==> src/rtl/vram_pkg.sv <==
// Shared constants and host FSM encoding for the VGA frame-buffer blocks.
package vram_pkg;

   localparam int VRAM_ADDR_WIDTH   = 10;
   localparam int VRAM_DATA_WIDTH   = 4;
   localparam int VRAM_STARVE_LIMIT = 8;

   typedef enum logic [1:0] {
      H_IDLE = 2'd0,
      H_PEND = 2'd1,
      H_RESP = 2'd2
   } host_state_e;

   // Width of a counter that must hold the values 0..limit inclusive.
   function automatic int wait_width(input int limit);
      return (limit < 1) ? 1 : $clog2(limit + 1);
   endfunction

endpackage

==> src/rtl/vram_arb.sv <==
// Single-port VRAM arbiter: display reads win by default, the host gets a
// slot when the display is quiet or after STARVE_LIMIT blocked cycles.
module vram_arb
   import vram_pkg::*;
#(
   parameter int ADDR_WIDTH   = VRAM_ADDR_WIDTH,
   parameter int DATA_WIDTH   = VRAM_DATA_WIDTH,
   parameter int STARVE_LIMIT = VRAM_STARVE_LIMIT
) (
   input  logic                  i_clk,
   input  logic                  i_rst_n,
   input  logic                  i_disp_req,
   input  logic [ADDR_WIDTH-1:0] i_disp_addr,
   output logic [DATA_WIDTH-1:0] o_disp_data,
   output logic                  o_disp_valid,
   output logic                  o_disp_miss,
   input  logic                  i_host_valid,
   output logic                  o_host_ready,
   input  logic                  i_host_we,
   input  logic [ADDR_WIDTH-1:0] i_host_addr,
   input  logic [DATA_WIDTH-1:0] i_host_wdata,
   output logic [DATA_WIDTH-1:0] o_host_rdata,
   output logic                  o_host_done,
   output logic [ADDR_WIDTH-1:0] o_ram_addr,
   output logic [DATA_WIDTH-1:0] o_ram_wdata,
   output logic                  o_ram_we,
   input  logic [DATA_WIDTH-1:0] i_ram_data
);

   localparam int                WW       = wait_width(STARVE_LIMIT);
   localparam logic [WW-1:0]     WAIT_MAX = WW'(STARVE_LIMIT);

   host_state_e           state_q;
   logic [WW-1:0]         wait_q;
   logic                  hold_we_q;
   logic [ADDR_WIDTH-1:0] hold_addr_q;
   logic [DATA_WIDTH-1:0] hold_wdata_q;
   logic [DATA_WIDTH-1:0] host_rdata_q;
   logic                  disp_valid_q;
   logic                  disp_miss_q;
   logic                  host_done_q;

   logic starved;
   logic disp_gnt;
   logic host_gnt;

   // A pending host that has waited the full limit takes the port even
   // against an active display request.
   always_comb begin
      starved  = (state_q == H_PEND) && (wait_q == WAIT_MAX);
      disp_gnt = i_disp_req && !starved;
      host_gnt = (state_q == H_PEND) && !disp_gnt;
   end

   assign o_ram_addr   = disp_gnt ? i_disp_addr : hold_addr_q;
   assign o_ram_wdata  = hold_wdata_q;
   assign o_ram_we     = host_gnt && hold_we_q;
   assign o_host_ready = (state_q == H_IDLE);
   assign o_disp_data  = i_ram_data;
   assign o_disp_valid = disp_valid_q;
   assign o_disp_miss  = disp_miss_q;
   assign o_host_done  = host_done_q;
   assign o_host_rdata = host_rdata_q;

   always_ff @(posedge i_clk or negedge i_rst_n) begin
      if (!i_rst_n) begin
         state_q      <= H_IDLE;
         wait_q       <= '0;
         hold_we_q    <= 1'b0;
         hold_addr_q  <= '0;
         hold_wdata_q <= '0;
         host_rdata_q <= '0;
         disp_valid_q <= 1'b0;
         disp_miss_q  <= 1'b0;
         host_done_q  <= 1'b0;
      end else begin
         disp_valid_q <= disp_gnt;
         disp_miss_q  <= i_disp_req && starved;
         host_done_q  <= 1'b0;
         case (state_q)
            H_IDLE: begin
               if (i_host_valid) begin
                  hold_we_q    <= i_host_we;
                  hold_addr_q  <= i_host_addr;
                  hold_wdata_q <= i_host_wdata;
                  wait_q       <= '0;
                  state_q      <= H_PEND;
               end
            end
            H_PEND: begin
               if (host_gnt) begin
                  wait_q <= '0;
                  if (hold_we_q) begin
                     host_done_q <= 1'b1;
                     state_q     <= H_IDLE;
                  end else begin
                     state_q <= H_RESP;
                  end
               end else if (wait_q != WAIT_MAX) begin
                  wait_q <= wait_q + 1'b1;
               end
            end
            // RAM data for the read granted last cycle is on i_ram_data now.
            H_RESP: begin
               host_rdata_q <= i_ram_data;
               host_done_q  <= 1'b1;
               state_q      <= H_IDLE;
            end
            default: state_q <= H_IDLE;
         endcase
      end
   end

endmodule

==> config.mk <==
export PLATFORM = sky130hd
export DESIGN_NAME = vram_arb
export DESIGN_NICKNAME = d
export VERILOG_FILES = /design/src/rtl/vram_pkg.sv /design/src/rtl/vram_arb.sv
export SDC_FILE = /design/constraint.sdc
export NUM_CORES = 1
export LEC_CHECK = 0
export ABC_CLOCK_PERIOD_IN_PS = 2630
export CAP_MARGIN = 5
export CELL_PAD_IN_SITES_DETAIL_PLACEMENT = 0
export CELL_PAD_IN_SITES_GLOBAL_PLACEMENT = 1
export CORE_AREA = 4 4 63 79
export CTS_BUF_LIST = sky130_fd_sc_hd__clkbuf_4
export DETAILED_ROUTE_END_ITERATION = 10
export DIE_AREA = 0 0 67 83
export PLACE_DENSITY = 0.87
export SYNTH_ARGS = -nofsm -noshare
export SYNTH_HDL_FRONTEND = slang
export SYNTH_SLANG_ARGS = --single-unit
==> constraint.sdc <==
create_clock -name i_clk -period 2.63 [get_ports i_clk]
set_input_delay 0.6575 -clock i_clk [delete_from_list [all_inputs] [get_ports i_clk]]
set_output_delay 0.6575 -clock i_clk [all_outputs]
set_load 0.005 [all_outputs]
== Yosys cells after proc, flatten, opt, wreduce, memory -nomap -nowiden ==
Index checks and enable logic that the tools add are counted.
Word-level totals
  register bits: 28
  input port bits: 33
  output and inout bits: 27
  logic and storage cells: 41
Operators by class
  add/subtract/negate cells: 1
  equal/unequal tests: 7
  multiplexer cells: 12
  reductions and logical operators: 12
Operator list (count)
  $mux 4: 3
  $mux 10: 1
  $pmux 4 s2: 1
  $mux 2: 3
  $logic_and 1x1->1: 5
  $add 4x1->4 const B: 1
  $eq 4x4->1 const B: 1
  $ne 2x2->1 const B: 2
  $ne 4x4->1 const B: 1
  $pmux 2 s2: 1
  $reduce_and 2->1: 2
  $ne 3x2->1 const B: 1
  $reduce_and 3->1: 1
  $eq 2x1->1 const B: 1
  $eq 2x2->1 const B: 1
  $logic_not 1->1: 2
  $logic_not 2->1: 1
  $mux 1: 2
  $pmux 1 s2: 1
  $reduce_bool 2->1: 1

== Depth between registers and ports, before layout ==
Gate-level depths: netlist of the first run.
  word-level depth: 8
  gate-level depth with buffers: 7
  gate-level depth less buffers: 6

== Worst setup path after synthesis of the first run ==
No wires, ideal clock.
  path type: register -> output
  start: register state_q[1]
  end: output port o_ram_addr[0]
  data arrival time: 1432 ps
  required time: 1972 ps
  setup slack: 540 ps
  stages on the path, launching flop included: 7
  path buffers: 1
  cells stage by stage: dfrtp_1 > inv_1 > ha_1 > inv_1 > o21ai_2 > buf_4 > mux2_2
Between the ends
  cells in the longest elaborated chain, start to end: 5
Ends and longest elaborated chain
  start, declared: RTL line vram_arb.sv:33  | host_state_e state_q;
  start signal, assigned: RTL line vram_arb.sv:67  | state_q <= H_IDLE;
  start signal, assigned: RTL line vram_arb.sv:87  | state_q <= H_PEND;
  start signal, assigned: RTL line vram_arb.sv:95  | state_q <= H_IDLE;
  $eq 2x1->1: RTL line vram_arb.sv:50  | starved = (state_q == H_PEND) && (wait_q == WAIT_MAX);
  $logic_and 1x1->1: RTL line vram_arb.sv:50
  $logic_not 1->1: RTL line vram_arb.sv:51  | disp_gnt = i_disp_req && !starved;
  $logic_and 1x1->1: RTL line vram_arb.sv:51
  $mux 10: RTL line vram_arb.sv:55  | assign o_ram_addr = disp_gnt ? i_disp_addr : hold_addr_q;
  end, declared: RTL line vram_arb.sv:24  | output logic [ADDR_WIDTH-1:0] o_ram_addr,
Every way passes these cells.

== Final worst setup path of the first run ==
  start: register wait_q[1]
  end: output port o_ram_we
Between the ends
  cells in the longest elaborated chain, start to end: 7
Ends and longest elaborated chain
  start, declared: RTL line vram_arb.sv:34  | logic [WW-1:0] wait_q;
  start signal, assigned: RTL line vram_arb.sv:100  | wait_q <= wait_q + 1'b1;
  $eq 4x4->1: RTL line vram_arb.sv:50
  $logic_and 1x1->1: RTL line vram_arb.sv:50
  $logic_not 1->1: RTL line vram_arb.sv:51
  $logic_and 1x1->1: RTL line vram_arb.sv:51
  $logic_not 1->1: RTL line vram_arb.sv:52  | host_gnt = (state_q == H_PEND) && !disp_gnt;
  $logic_and 1x1->1: RTL line vram_arb.sv:52
  $logic_and 1x1->1: RTL line vram_arb.sv:57  | assign o_ram_we = host_gnt && hold_we_q;
  end, declared: RTL line vram_arb.sv:26  | output logic o_ram_we,
Every way passes these cells.

==> impl_metrics.env, run 1 <==
export IMPL_status="completed"
export IMPL_fillers=404
export IMPL_htree_levels=1
export IMPL_rsz0062_at_grt="false"
export IMPL_yosysWarnings=0
export IMPL_synthSimpleGateAreaFrac=0.0790
export IMPL_layoutNonFillerInstCount=237
export IMPL_hold_path_class="reg -> reg"
export IMPL_crit_required_ns=1.97
export IMPL_rows=27
export IMPL_drt_total_wl_um=3430
export IMPL_powerDensity_nw_per_um2=844
export IMPL_end_kind="primary output"
export IMPL_p_seq_frac=0.389
export IMPL_synth_area_per_cell_um2=13.1
export IMPL_max_vdd_ir_drop_v=0.000371
export IMPL_synthXorXnorAreaFrac=0
export IMPL_dp_slack_ns=-0.299
export IMPL_p_comb_frac=0.518
export IMPL_gp_congestion=0.777
export IMPL_synth_fp_nets=142
export IMPL_synth_top_family_by_area="multiplexers"
export IMPL_netlist_area_leader_share=0.515
export IMPL_wl_met3_um=128
export IMPL_antenna_found_initial=0
export IMPL_cts_tree="yes"
export IMPL_startpoint_type="flop"
export IMPL_track_usage=0.133
export IMPL_p_sw_frac=0.310
export IMPL_power_leakage_nw=0.940
export IMPL_hold_viol_final=0
export IMPL_path_cells="inv_2 -> ha_4 -> nand3b_4 -> buf_4 -> buf_4 -> a211oi_2 -> dlygate4sd2_1"
export IMPL_power_frac_clock=0.093
export IMPL_route_detailed_drc=0
export IMPL_grt_pass1_wl_um=5700
export IMPL_switchingPower_mw=0.562
export IMPL_final_cell_area_um2=2150
export IMPL_synthDistinctLibCells=24
export IMPL_fin_crit_ns=2.52
export IMPL_ys_flop_type="dfrtp_1"
export IMPL_hold_worst_slack_ns=0.517
export IMPL_num_antenna_cells=0
export IMPL_fmax_mhz=396
export IMPL_seq_area_um2=701
export IMPL_muxShareOfSynthArea=0.256
export IMPL_fp_dieArea_um2=5560
export IMPL_core_um2=4290
export IMPL_drive_above_1_share=0.397
export IMPL_ios=60
export IMPL_critical_path_slowest_cell="dfrtp_1"
export IMPL_nets=219
export IMPL_drt_pre_antenna_iters=4
export IMPL_ant_nets=0
export IMPL_crit_type="reg -> out"
export IMPL_syn_to_final_growth_pct=57.9
export IMPL_synth_compound_area_frac=0.0542
export IMPL_gr_total_overflow=0
export IMPL_dp_cells=226
export IMPL_viasPerCell=4.62
export IMPL_syn_inst=104
export IMPL_worst_path_largest_cell_delay_ns=0.42
export IMPL_dp_hpwl_um=2600
export IMPL_met1_length_um=1270
export IMPL_met2_length_um=1980
export IMPL_wl_per_cell_um=14.5
export IMPL_worst_path_max_fanout=8
export IMPL_yosysTopAreaCell="dfrtp_1"
export IMPL_placed_cell_area_um2=2060
export IMPL_arrival_ns=1.87
export IMPL_multiInputGateArea_um2=633
export IMPL_grt_pass1_vias=1255
export IMPL_syn_area_um2=1360
export IMPL_worst_slack_ns=0.105
export IMPL_power_mw=1.81
export IMPL_start_util=0.317
export IMPL_skew_ns=0.00658
export IMPL_cpMostUsedCell="buf_4"
export IMPL_cap_violations=0
export IMPL_clock_sinks=28
export IMPL_die_h_um=83
export IMPL_cts_path_max_buffers=2
export IMPL_p_int_mw=1.25
export IMPL_tightest_slew_ns=0.357
export IMPL_cts_buffers=3
export IMPL_die_w_um=67
export IMPL_grt_max_degree=29
export IMPL_vias=1094
export IMPL_io_buffers=59
export IMPL_routed_top_layer="met4"
export IMPL_ys_async_sr_fraction=1.00
export IMPL_synth_seq_area_share=0.515
export IMPL_ys_ff_latch=28
export IMPL_setup_viol=0
export IMPL_synthAdderAreaFrac=0.0460
export IMPL_slew_headroom=0.762
export IMPL_finalCritPeriodShare=0.960
export IMPL_cts_root_buf="clkbuf_4"
export IMPL_synth_edff_count=0
export IMPL_synth_area_leaders="dfrtp_1 51%, mux2_2 25%, ha_1 4.6%"
export IMPL_clkTransAtPathRegs_ns=0.14
export IMPL_clk_latency_ns=0.32
export IMPL_drv_slew=0
export IMPL_drt_initial_drc_count=34
-- worst paths after layout --
kind | start | endpoint | slack, ns | cells after the start
max reg2reg | state_q[1] | wait_q[2] | 1.02 | 5
max in group asynchronous | i_rst_n | hold_addr_q[9] | 1.67 | 2
min | hold_addr_q[7] | hold_addr_q[7] | 0.52 | 1
min in group asynchronous | i_rst_n | o_disp_miss | 0.70 | 2
max | wait_q[1] | o_ram_we | 0.11 | 7
min reg2reg | hold_addr_q[7] | hold_addr_q[7] | 0.52 | 1
-- sequential cells by signal, indices dropped and copies added, names as in the netlist --
name and count:
hold_addr_q 10, o_disp_miss 1, wait_q 4, o_ram_wdata 4, o_host_done 1, state_q 2
o_host_rdata 4, o_disp_valid 1, hold_we_q 1
-- power groups by stage --
| stage | Sequential [mW] | Combinational (mW) | Clock (mW) |
|---|---|---|---|
| detailed placement | 0.711 | 0.933 | 0 |
| global placement | 0.695 | 0.909 | 0 |
| floorplan | 0.694 | 0.461 | 0 |
| finish | 0.706 | 0.940 | 0.169 |
| CTS | 0.703 | 0.937 | 0.182 |
| global route | 0.729 | 1.03 | 0.198 |
-- per-stage QoR --
stage          TNS, ns  utilization
6_report             0        0.501
5_1_grt              0        0.501
4_1_cts        -0.0476        0.505
3_5_place_dp     -2.88        0.481
3_3_place_gp     -2.82        0.481
2_1_floorplan        0            -
-- cells in the mapped netlist (2+ instances only) --
library cell	number
nand2_1	3
nand3_1	3
nand4_1	4
and2_1	2
o21ai_0	3
dfrtp_1	28
inv_1	7
ha_1	5
buf_4	5
mux2_2	30
-- area by class of cell --
cell class	instances	share of cell area
sequential	28	0.326
timing repair buffer	78	0.323
multi-input combinational	63	0.295
tap	58	0.0338
inverter	7	0.0122
clock buffer	3	0.0105
-- cells in the final DEF (no fill, tap or decap), types with 3 or more instances in the layout --
cell,n
buf_2,8
buf_4,17
buf_6,3
clkbuf_4,3
clkdlybuf4s50_1,47
dfrtp_1,28
ha_1,3
inv_1,3
inv_2,4
mux2_2,29
nand2_1,3
nand3_1,3
nand4_1,4
o21ai_0,3
-- cell families after synthesis --
kind of cell / after synthesis
flip-flops: 28
AND/OR/NAND/NOR: 17
adder cells (fa/ha/maj): 5
AO/OA/AOI/OAI: 10
buffers and inverters: 13
multiplexers: 31
-- routing by layer --
| layer | up-vias | global-route usage |
|---|---|---|
| met5 | - | 0 |
| met4 | 0 | 0.0554 |
| met3 | 4 | 0.0189 |
| met2 | 31 | 0.240 |
| met1 | 540 | 0.149 |
| li1 | 519 | - |
-- repair_timing --
item                                   CTS  global route
hold buffers                             0             0
endpoints found under the hold margin    0             0
pin swaps                                2             2
cloned                                   1             0
setup endpoints to repair               11            11
setup buffers                            6             3
resized for setup                       51             5
-- critical path: cells and delay by family (launching register included) --
kind	cells	cell delay [ns]
and+or+nand+nor	1	0.09
adders and majority gates	1	0.13
DFF	1	0.42
AOI/OAI and AO/OA	1	0.26
buffers and inverters	4	0.64
(Power assumes the default switching activity.)
==> run 2: changes to the inputs <==
Settings changed: CAP_MARGIN 5 to unset, GPL_ROUTABILITY_DRIVEN set to 0.
==> results of run 2 <==
The final DEF is identical to that of run 1; final timing and power are the same.
